File: src/rtl/spi_master_tx.sv
// spi_master_tx: 12-bit SPI transmit master, LSB first.
// Accepts a word via a ready/newd handshake, generates a free-running
// sync_clock from clk, drives CS/MOSI only on sync_clock falling edges so
// they are stable at every slave rising edge, and holds CS high for
// GAP_CYC sync_clock periods between frames so the slave can re-arm.
// Optional feature macro: SPI_TX_FRAME_CNT_EN adds a 16-bit frame counter.

module spi_master_tx #(
    parameter int CLK_DIV = 4,
    parameter int GAP_CYC = 2
) (
    input  logic        clk,
    input  logic        rst_n,
    input  logic        newd,
    input  logic [11:0] din,
    output logic        ready,
    output logic        sync_clock,
    output logic        CS,
    output logic        MOSI,
    output logic        tx_done
`ifdef SPI_TX_FRAME_CNT_EN
    ,
    output logic [15:0] frame_cnt
`endif
);

    localparam int DIV_W = (CLK_DIV > 1) ? $clog2(CLK_DIV) : 1;
    localparam int GAP_W = (GAP_CYC > 1) ? $clog2(GAP_CYC) : 1;
    localparam logic [DIV_W-1:0] DIV_LAST = DIV_W'(CLK_DIV - 1);
    localparam logic [GAP_W-1:0] GAP_LAST = GAP_W'(GAP_CYC - 1);

    localparam logic [2:0] IDLE  = 3'd0;
    localparam logic [2:0] ARM   = 3'd1;
    localparam logic [2:0] SETUP = 3'd2;
    localparam logic [2:0] SHIFT = 3'd3;
    localparam logic [2:0] GAP   = 3'd4;

    logic [DIV_W-1:0] div_cnt;
    logic [GAP_W-1:0] gap_cnt;
    logic [3:0]       bit_cnt;
    logic [11:0]      shreg;
    logic [2:0]       state;
    logic             toggle;
    logic             fall_ev;

    // The toggle cycle of sync_clock; when it is currently high this is the
    // cycle in which the slave's falling edge is produced.
    assign toggle  = (div_cnt == DIV_LAST);
    assign fall_ev = toggle && sync_clock;

    // Free-running divider: sync_clock toggles every CLK_DIV clk cycles in all states.
    always_ff @(posedge clk or negedge rst_n) begin
        if (!rst_n) begin
            div_cnt    <= '0;
            sync_clock <= 1'b0;
        end else if (toggle) begin
            div_cnt    <= '0;
            sync_clock <= ~sync_clock;
        end else begin
            div_cnt    <= div_cnt + 1'b1;
        end
    end

    // Frame sequencer: every CS/MOSI update happens on a fall_ev cycle.
    always_ff @(posedge clk or negedge rst_n) begin
        if (!rst_n) begin
            state   <= IDLE;
            shreg   <= '0;
            bit_cnt <= '0;
            gap_cnt <= '0;
            CS      <= 1'b1;
            MOSI    <= 1'b0;
            ready   <= 1'b1;
            tx_done <= 1'b0;
        end else begin
            tx_done <= 1'b0;
            case (state)
                IDLE: begin
                    if (newd && ready) begin
                        shreg <= din;
                        ready <= 1'b0;
                        state <= ARM;
                    end
                end
                ARM: begin
                    if (fall_ev) begin
                        CS    <= 1'b0;
                        state <= SETUP;
                    end
                end
                SETUP: begin
                    if (fall_ev) begin
                        MOSI    <= shreg[0];
                        shreg   <= {1'b0, shreg[11:1]};
                        bit_cnt <= 4'd1;
                        state   <= SHIFT;
                    end
                end
                SHIFT: begin
                    if (fall_ev) begin
                        if (bit_cnt == 4'd12) begin
                            CS      <= 1'b1;
                            MOSI    <= 1'b0;
                            tx_done <= 1'b1;
                            gap_cnt <= '0;
                            state   <= GAP;
                        end else begin
                            MOSI    <= shreg[0];
                            shreg   <= {1'b0, shreg[11:1]};
                            bit_cnt <= bit_cnt + 4'd1;
                        end
                    end
                end
                GAP: begin
                    if (fall_ev) begin
                        if (gap_cnt == GAP_LAST) begin
                            ready <= 1'b1;
                            state <= IDLE;
                        end else begin
                            gap_cnt <= gap_cnt + 1'b1;
                        end
                    end
                end
                default: begin
                    state <= IDLE;
                    CS    <= 1'b1;
                    MOSI  <= 1'b0;
                    ready <= 1'b1;
                end
            endcase
        end
    end

`ifdef SPI_TX_FRAME_CNT_EN
    // Completed-frame counter; wraps naturally, aborted frames never pulse tx_done.
    always_ff @(posedge clk or negedge rst_n) begin
        if (!rst_n) begin
            frame_cnt <= '0;
        end else if (tx_done) begin
            frame_cnt <= frame_cnt + 16'd1;
        end
    end
`endif

endmodule

File: config.mk
export PLATFORM = sky130hd
export DESIGN_NAME = spi_master_tx
export DESIGN_NICKNAME = d
export VERILOG_FILES = /design/src/rtl/spi_master_tx.sv
export SDC_FILE = /design/constraint.sdc
export NUM_CORES = 1
export LEC_CHECK = 0
export ABC_AREA = 1
export ABC_CLOCK_PERIOD_IN_PS = 1300
export CAP_MARGIN = 15
export CORE_MARGIN = 1.5
export CORE_UTILIZATION = 49
export DETAILED_ROUTE_END_ITERATION = 12
export MAX_ROUTING_LAYER = met4
export PLACE_DENSITY = 0.81
export SLEW_MARGIN = 15
export SYNTH_ARGS = -nofsm -noshare
export SYNTH_HDL_FRONTEND = slang
export SYNTH_SLANG_ARGS = --single-unit
File: constraint.sdc
create_clock -name clk -period 1.3 [get_ports clk]
set_input_delay 0.26 -clock clk [delete_from_list [all_inputs] [get_ports clk]]
set_output_delay 0.26 -clock clk [all_outputs]
set_load 0.01 [all_outputs]
After elaboration in Yosys (flattened, before gate mapping)
Cells that the tools add are included.
W data, S select, Z words.
{"block": "word_totals", "reg_bits": 27, "latch_bits": 0, "ram_bits": 0, "romBits": 0, "input_bits": 15, "mem_count": 0}
{"block": "classes", "addsub": 3, "mul": 0, "div_mod_pow": 0, "n_lt_le_gt_ge": 0, "eq_ne": 14, "shift": 0, "n_mux": 38, "n_bitwise": 4, "n_reduce_logical": 16}
{"op": "$mux W12", "count": 4}
{"op": "$pmux W12 S3", "count": 1}
{"op": "$mux W3", "count": 7}
{"op": "$mux W1", "count": 16}
{"op": "$ne A2 B2 Y1 const B", "count": 8}
{"op": "$reduce_and A4 Y1", "count": 4}
{"op": "$pmux W3 S5", "count": 1}
{"op": "$mux W4", "count": 3}
{"op": "$pmux W1 S3", "count": 3}
{"op": "$reduce_or A3 Y1", "count": 3}
{"op": "$pmux W4 S2", "count": 1}
{"op": "$reduce_and A7 Y1", "count": 1}
{"op": "$eq A3 B2 Y1 const B", "count": 2}
{"op": "$reduce_and A5 Y1", "count": 1}
{"op": "$add A4 B1 Y4 const B", "count": 1}
{"op": "$eq A4 B4 Y1 const B", "count": 1}
{"op": "$not A1 Y1", "count": 4}
{"op": "$reduce_bool A2 Y1", "count": 2}
{"op": "$eq A3 B1 Y1 const B", "count": 1}
{"op": "$eq A3 B3 Y1 const B", "count": 1}
{"op": "$logic_not A3 Y1", "count": 1}
{"op": "$reduce_and A3 Y1", "count": 1}
{"op": "$reduce_bool A3 Y1", "count": 1}
{"op": "$add A2 B1 Y2 const B", "count": 1}
{"op": "other kinds (5)", "count": 6}

Logic depth before layout (Yosys ltp)
Gate-level depths: netlist (run 1).
{"block": "depth", "ltp_word": 4, "depth_mapped": 9, "depth_no_buf": 9}

Worst setup path after synthesis (run 1)
OpenSTA, ideal clock, no wires.
{"block": "synth_timing", "path_kind": "register to register", "startpoint": "register bit_cnt[0]", "endpoint": "register state[1]", "arrival_ns": 1.247, "t_required_ns": 1.183, "setup_slack_ns": -0.064, "path_stages_with_launch": 10, "n_path_buf": 0, "synth_period_minus_slack_ns": 1.364, "path_cell_list": "dfrtp_1 inv_1 ha_1 nand3_1 nand2_1 nand2_1 nor2_1 nand2_1 nand2_1 nand2_1"}
{"block": "synth_via", "elab_chain_cells": 3}
{"item": "from (decl)", "line": "40", "rtl": "logic [3:0] bit_cnt;"}
{"item": "from (signal assigned)", "line": "110", "rtl": "bit_cnt <= bit_cnt + 4'd1;"}
{"item": "$eq A4 B4 Y1", "line": "101", "rtl": "if (bit_cnt == 4'd12) begin"}
{"item": "$ne A2 B2 Y1 (no line)"}
{"item": "$reduce_and A7 Y1 (no line)"}
{"item": "to (signal assigned)", "line": "96", "rtl": "state <= SHIFT;"}
{"item": "to (signal assigned)", "line": "106", "rtl": "state <= GAP;"}
{"item": "to (signal assigned)", "line": "118", "rtl": "state <= IDLE;"}
{"item": "to (decl)", "line": "42", "rtl": "logic [2:0] state;"}
No other way between the ends.
A chain may end at the register's enable or synchronous reset.

Final worst setup path (run 1)
{"block": "layout_timing", "startpoint": "register bit_cnt[0]", "endpoint": "register shreg[5]"}
{"block": "layout_via", "elab_chain_cells": 3}
{"item": "$eq A4 B4 Y1", "line": "101"}
{"item": "$ne A2 B2 Y1 (no line)"}
{"item": "$reduce_and A5 Y1 (no line)"}
{"item": "to (signal assigned)", "line": "80", "rtl": "shreg <= din;"}
{"item": "to (signal assigned)", "line": "94", "rtl": "shreg <= {1'b0, shreg[11:1]};"}
{"item": "to (signal assigned)", "line": "109", "rtl": "shreg <= {1'b0, shreg[11:1]};"}
{"item": "to (decl)", "line": "41", "rtl": "logic [11:0] shreg;"}
No other way between the ends.

==> results of run 1 <==
## metal layers
metal | routed length [um] | share of wire | track usage | vias to the layer above
met5 | 0 | 0 | - | -
met4 | 78 | 0.023 | 0.08766 | 0
met3 | 65 | 0.019 | 0.02418 | 7
met2 | 1747 | 0.51 | 0.3635 | 21
met1 | 1534 | 0.45 | 0.2692 | 649
li1 | - | - | - | 658
## cell families after synthesis
kind of cell,share of synthesized area
simple gates,0.2900
compound gates,0.1373
buf+inv,0.09396
flops,0.4428
fa+ha+maj,0.02451
xor+xnor,0.01144
## worst min path at each step
| stage | startpoint | endpoint | slack (ns) | cells after the start |
|---|---|---|---|---|
| 3_5_place_dp | div_cnt[0]$_DFF_PN0_ | div_cnt[0]$_DFF_PN0_ | 0.43 | 1 |
| 4_1_cts | rst_n | shreg[7]$_DFFE_PN0P_ | 0.25 | 2 |
| 5_1_grt | rst_n | shreg[8]$_DFFE_PN0P_ | 0.27 | 2 |
| 3_3_place_gp | div_cnt[0]$_DFF_PN0_ | div_cnt[0]$_DFF_PN0_ | 0.41 | 1 |
| 2_1_floorplan | rst_n | MOSI$_DFFE_PN0P_ | -0.04 | 0 |
| 6_report | rst_n | sync_clock$_DFFE_PN0N_ | 0.25 | 2 |
## state kept, by name (all words and copies together), names as in the netlist
| signal | count |
|---|---|
| state | 3 |
| shreg | 12 |
| gap_cnt | 1 |
| div_cnt | 2 |
| ready | 1 |
| CS | 1 |
| sync_clock | 1 |
| bit_cnt | 4 |
| tx_done | 1 |
| MOSI | 1 |
## worst max-delay path, delay by kind of cell, from the launching register on
family | cells | cell delay (ns)
compound gates | 2 | 0.29
simple gates | 3 | 0.23
fa+ha+maj | 1 | 0.13
flops | 1 | 0.43
buf+inv | 2 | 0.24
## Yosys cell counts, types with 2 or more instances
library cell,number,share of area
buf_12,2,0.026
nand3_1,9,0.029
inv_2,2,0.0049
dfstp_2,2,0.034
nand2_2,9,0.037
o21ai_0,15,0.049
nand2_4,3,0.022
ha_1,3,0.025
buf_2,2,0.0065
xor2_1,2,0.011
nor2_1,13,0.032
inv_1,23,0.056
o21ai_2,12,0.069
nor2_4,3,0.022
dfrtp_1,25,0.41
nand2_1,51,0.12
## what timing repair did
item                       in CTS  in global routing
setup buffers                   3                  1
hold endpoints to repair        0                  0
hold buffers                    0                  0
pin swaps                       4                  4
resized for setup              26                 28
setup endpoints to repair      28                 26
gates cloned                    1                  1
## area by class of cell
class / count / area (um^2)
inverter: 25 / 93.84
timing repair buffer: 44 / 442.9
tap: 33 / 41.29
sequential: 27 / 679.4
clock buffer: 4 / 26.28
multi-input combinational: 126 / 842.1
fill: 205 / 877.1
## stage by stage
step	power [uW]	util	setup WS, ns
3_5_place_dp	4216	0.6304	-0.1450
4_1_cts	4896	0.6713	-0.1144
3_3_place_gp	4132	0.6304	-0.1323
6_report	5407	0.7079	-0.1393
5_1_grt	5803	0.7079	-0.1723
2_1_floorplan	3543	-	-0.05458
## power groups by stage
stage	clock network [uW]	registers [uW]	logic, uW
final	381	1360	3660
after global routing	412	1390	4000
after CTS	390	1340	3160
after detailed placement	0	1360	2850
after global placement	0	1350	2790
after floorplan	0	1370	2170
==> results.md, run 1 <==
* CP startpoint kind: flop
* Mapped Avg Cell Area at 8.415 um^2
* Max Clock Freq at 694.8 MHz
* Synthesis Warnings at 0
* Buffers added on ports at 19
* Critical path peak fanout at 4
* Post-Syn Area at 1531 um^2
* Status: finished with violations
* Final Slew Violations at 0
* Post-Syn Nets at 200
* First-pass detailed-route iteration total at 7
* CP Cell Sequence: inv_2, ha_4, nand3_4, a21oi_4, nor2_8, clkbuf_16, nand2_2, o21ai_2
* Final period utilization at 1.107
* Worst reg2reg path depth at 8
* Post-route cell area at 2126 um^2
* Pwr/cell area at 2543 nW/um^2
* Placeable Area at 3003 um^2
* Setup crit end: shreg[5]$_DFFE_PN0P_
* Net count, final at 245
* Vias in the first global route at 1317
* R2R Path End: shreg[5]$_DFFE_PN0P_
* Worst Setup Path Type: reg -> reg
* Cell Rows at 20
* Worst Path Required at 1.54 ns
* I/O pins at 20
* DRC violation count after routing at 0
* Worst min path class: in -> async
* Worst Setup SP: bit_cnt[0]$_DFFE_PN0P_
* Fraction of registers with async set/reset at 1.000
* GPL Wtd Cong at 0.8414
* Worst Clk Skew at 0.005569 ns
* Hold slack at 0.2532 ns
* CTS tree: yes
* Reg power frac at 0.252
* Final min period at 1.439 ns
* DIE WIDTH at 58.91 um
* Most common cell after layout, fill and taps aside: nand2_1
* RSZ-0062 raised after global routing: true
* Mapped Cells at 182
* Routed Antenna Nets at 0
* DR WL/cell at 13.23 um
* Setup tns final at -1.374 ns
* Num CTS Buffers at 3
* Worst VDD drop at 929.2 uV
* Worst-Skew Late Latency at 0.34 ns
* Layout cell share with drive strength beyond 1 at 0.4027
* Total GRT Usage at 0.2180
* Routed WL at 3.426 mm
* Crit-path slowest cell: dfrtp_1
* DR vias at 1335
* Static Leak at 0.001072 uW
* Die Ht at 58.91 um
* Worst-path clk slew at 0.15 ns
* Antenna cells at 0
* #FFs+latches synth at 27
* Largest net degree at the start of global routing at 28
* Max_slew headroom at 0.7947
* Initial antenna violation count at 0
* Final Instance Count excl. Fillers at 259
* Placed instance count at 249
* Logic gate share of total power at 0.678
* Starting Density at 0.5100
* Residual overflow from global routing at 0
* Commonest non-fill, non-tap cells in the layout: 40 x nand2_1, 24 x dfrtp_1, 20 x inv_1, 19 x buf_4, 16 x nand2_2
* CP arrival at 1.68 ns
* Max capacitance violation total at 0
* Clock root buffer: clkbuf_4
* Htree depth at 1
* Power share of the clock group at 0.070
* Global-route wire length before repair at 5.630 mm
* Setup Viol. Count Final at 16
* Post-synth top flop: dfrtp_1
* Pint at 2953 uW
* Crit end category: flop
* Max clock buf depth at 2
* Initial drt markers at 91
* Final Hold Fails at 0
* Reg2Reg Setup Slack at -0.14 ns
* Net Switching at 2454 uW
* DP HPWL at 2.126 mm
* Final WS setup at -0.1393 ns
* Post-place instance area at 1893 um^2
* Worst-Margin Slew at 0.3075 ns
* Sequential share of the synthesized area at 0.4428
* Vias per cell at 5.154
* Post-synth EDFFs at 0
* DIE AREA at 3470 um^2
* Violated checks: negative setup slack
* Crit-path max cell delay at 0.43 ns
* Sw frac at 0.4539
* Area grow syn2layout at 38.81%
* RR Startpoint: bit_cnt[0]$_DFFE_PN0P_
* Count of unique library cells instantiated by Yosys at 22
* Clock sinks at 27
Power figures use the tool's default switching activity.
==> run 2: changes to the inputs <==
--- a/config.mk
+++ b/config.mk
@@ -6,13 +6,13 @@
 export NUM_CORES = 1
 export LEC_CHECK = 0
 export ABC_AREA = 1
-export ABC_CLOCK_PERIOD_IN_PS = 1300
+export ABC_CLOCK_PERIOD_IN_PS = 1530
 export CAP_MARGIN = 15
 export CORE_MARGIN = 1.5
-export CORE_UTILIZATION = 49
+export CORE_UTILIZATION = 54
 export DETAILED_ROUTE_END_ITERATION = 12
 export MAX_ROUTING_LAYER = met4
-export PLACE_DENSITY = 0.81
+export PLACE_DENSITY = 0.84
 export SLEW_MARGIN = 15
 export SYNTH_ARGS = -nofsm -noshare
 export SYNTH_HDL_FRONTEND = slang
==> constraint.sdc (replaced) <==
create_clock -name clk -period 1.53 [get_ports clk]
set_input_delay 0.306 -clock clk [delete_from_list [all_inputs] [get_ports clk]]
set_output_delay 0.306 -clock clk [all_outputs]
set_load 0.01 [all_outputs]
==> run 2 against run 1 <==
  * The flow now finishes without violations
  * Clock skew up 0.0054 ns
  * Power down 29%
  * Sequential power down 15%
  * Clock power down 13%
  * Non-clock buffer count down 18
  * Maximum frequency down 2.0%
  * Utilization down 3.3 points
  * Critical path depth unchanged
  * Via count down 8.3%
  * Global-route usage down 0.71 points
==> results.md, run 2 (synthesis results as in run 1) <==
* Worst-Skew Late Latency at 0.33 ns (about the same)
* Max Clock Freq at 680.9 MHz (-2.0%)
* DRC violation count after routing at 0 (unchanged)
* Total GRT Usage at 0.2109 (-0.007084)
* Pint at 2046 uW (-31%)
* GPL Wtd Cong at 0.9212 (+9.5%)
* Worst Clk Skew at 0.01092 ns (+0.005351 ns)
* First-pass detailed-route iteration total at 4 (-3)
* CP arrival at 1.71 ns (+0.03 ns)
* Worst VDD drop at 1806 uV (+94%)
* Routed WL at 2.981 mm (-13%)
* DR vias at 1224 (-8.3%)
* Clock root buffer: clkbuf_4
* Initial drt markers at 63 (-31%)
* Area grow syn2layout at 20.51%
* Final min period at 1.469 ns (+0.02933 ns)
* Layout cell share with drive strength beyond 1 at 0.2548 (-0.1478)
* Initial antenna violation count at 0 (unchanged)
* Pwr/cell area at 2079 nW/um^2 (-18%)
* Setup Viol. Count Final at 0 (-16)
* Max capacitance violation total at 0 (unchanged)
* Vias per cell at 5.121 (-0.64%)
* Largest reg by FF count: shreg
* Final WS setup at 0.06139 ns (+0.2007 ns)
* Power share of the clock group at 0.087 (+0.017)
* Crit end category: flop
* Status: finished clean
* Fillers at 227 (+11%)
* Max_slew headroom at 0.7681 (-0.02659)
* Starting Density at 0.5602 (+0.05018)
* Htree depth at 1 (unchanged)
* Global-route wire length before repair at 5.181 mm (-8.0%)
* Num CTS Buffers at 3 (unchanged)
* I/O pins at 20 (unchanged)
* Clock sinks at 27 (unchanged)
* DIE AREA at 3165 um^2 (-8.8%)
* Final Slew Violations at 0 (unchanged)
* Biggest registers after layout: shreg x12, bit_cnt x4, state x3
* Setup tns final at 0 ns (+1.374 ns)
* Worst Path Required at 1.77 ns (+0.23 ns)
* Die Ht at 56.26 um (-4.5%)
* Commonest non-fill, non-tap cells in the layout: 48 x nand2_1, 24 x dfrtp_1, 22 x inv_1, 15 x o21ai_0, 14 x clkdlybuf4s50_1
* CTS tree: yes
* Placeable Area at 2734 um^2 (-9.0%)
* Area of the multi-input gates at 739.5 um^2 (-12%)
* Sw frac at 0.4666 (+0.01270)
* Worst Setup Path Type: reg -> reg
* Static Leak at 0.0009279 uW (-13%)
* Number of flip-flops under the largest register name at 12 (unchanged)
* Most common cell after layout, fill and taps aside: nand2_1
* Hold Buf Count CTS at 0 (unchanged)
* Antenna cells at 0 (unchanged)
* DIE WIDTH at 56.26 um (-4.5%)
* Worst min path class: in -> async
* Max clock buf depth at 2 (unchanged)
* Final period utilization at 0.9599 (-0.1473)
* Net Switching at 1790 uW (-27%)
* Critical path peak fanout at 12 (+8)
* Worst-Margin Slew at 0.3478 ns (+0.04033 ns)
* DR WL/cell at 12.47 um (-5.7%)
* Logic gate share of total power at 0.611 (-0.067)
* Worst-path clk slew at 0.16 ns (about the same)
* Vias in the first global route at 1209 (-8.2%)
* Routed Antenna Nets at 0 (unchanged)
* Reg power frac at 0.302 (+0.050)
* Largest net degree at the start of global routing at 28 (unchanged)
* Buffers added on ports at 19 (unchanged)
* DP HPWL at 2.129 mm (+0.16%)
* Final Hold Fails at 0 (unchanged)
* Residual overflow from global routing at 0 (unchanged)
* FF/Latch Area at 679.4 um^2 (unchanged)
* CP startpoint kind: flop
* Cell Rows at 19 (-5.0%)
* Net count, final at 227 (-7.3%)
* DP Worst Slack at -0.03395 ns (+0.1110 ns)
## run 2: cell types whose count changed in the layout (fill, tap and decap cells not counted), sizes merged
cell,previous run,this run
clkdlybuf4s15,2,1
buf,26,7
inv,25,26
dlygate4sd2,1,4
clkbuf,5,3
## run 2: stage by stage
stage	util	hold WS [ns]	cells	cell area (um^2)	total power (uW)
2_1_floorplan	-	0.01041	182	1531	2991
3_3_place_gp	0.6458	0.4202	232	1765	3329
3_5_place_dp	0.6458	0.4344	232	1765	3440
4_1_cts	0.6632	0.3312	238	1813	3781
5_1_grt	0.6751	0.3342	239	1846	4171
6_report	0.6751	0.3177	239	1846	3836
## run 2: layout make-up
cell class,instances,area share
clock buffers,3,0.01220
multi-input cells,126,0.4007
inverters,25,0.05085
clock inverters,1,0.004746
well taps,31,0.02102
flip-flops and latches,27,0.3681
repair buffers,26,0.1424
## run 2: worst paths after layout
kind | startpoint | end | slack (ns) | depth (start not counted)
setup reg to reg | bit_cnt[0]$_DFFE_PN0P_ | shreg[3]$_DFFE_PN0P_ | 0.06 | 8
max in group asynchronous | rst_n | CS$_DFFE_PN1P_ | 0.89 | 2
hold reg to reg | div_cnt[0]$_DFF_PN0_ | div_cnt[0]$_DFF_PN0_ | 0.45 | 1
hold / removal | rst_n | shreg[7]$_DFFE_PN0P_ | 0.32 | 2
min in group clk | div_cnt[0]$_DFF_PN0_ | div_cnt[0]$_DFF_PN0_ | 0.45 | 1
setup / recovery | bit_cnt[0]$_DFFE_PN0P_ | shreg[3]$_DFFE_PN0P_ | 0.06 | 8
## run 2: timing repair
| item | CTS | global route |
|---|---|---|
| cloned | 0 | 0 |
| resized for setup | 8 | 8 |
| hold endpoints to repair | 0 | 0 |
| setup buffers | 2 | 1 |
| pin swaps | 0 | 3 |
| endpoints found under the setup margin | 10 | 20 |
## run 2: power groups by stage
stage	Clock, uW	Sequential (uW)	Combinational [uW]
5_1_grt	376	1180	2610
3_3_place_gp	0	1160	2170
3_5_place_dp	0	1170	2270
4_1_cts	350	1150	2280
2_1_floorplan	0	1160	1830
6_report	333	1160	2340
## run 2: critical path, stage by stage (launching register included)
cell	delay (ns)
dfrtp_1	0.43
inv_2	0.06
ha_2	0.18
nand3_4	0.12
a21oi_4	0.25
nor2_8	0.06
buf_12	0.15
nand2_1	0.07
o21ai_2	0.05
## run 2: layer usage
metal | vias up | part of all wire | global-route usage
li1 | 617 | - | -
met1 | 584 | 0.44 | 0.2523
met2 | 19 | 0.52 | 0.3630
met3 | 4 | 0.032 | 0.03456
met4 | 0 | 0.011 | 0.07143
met5 | - | 0 | -
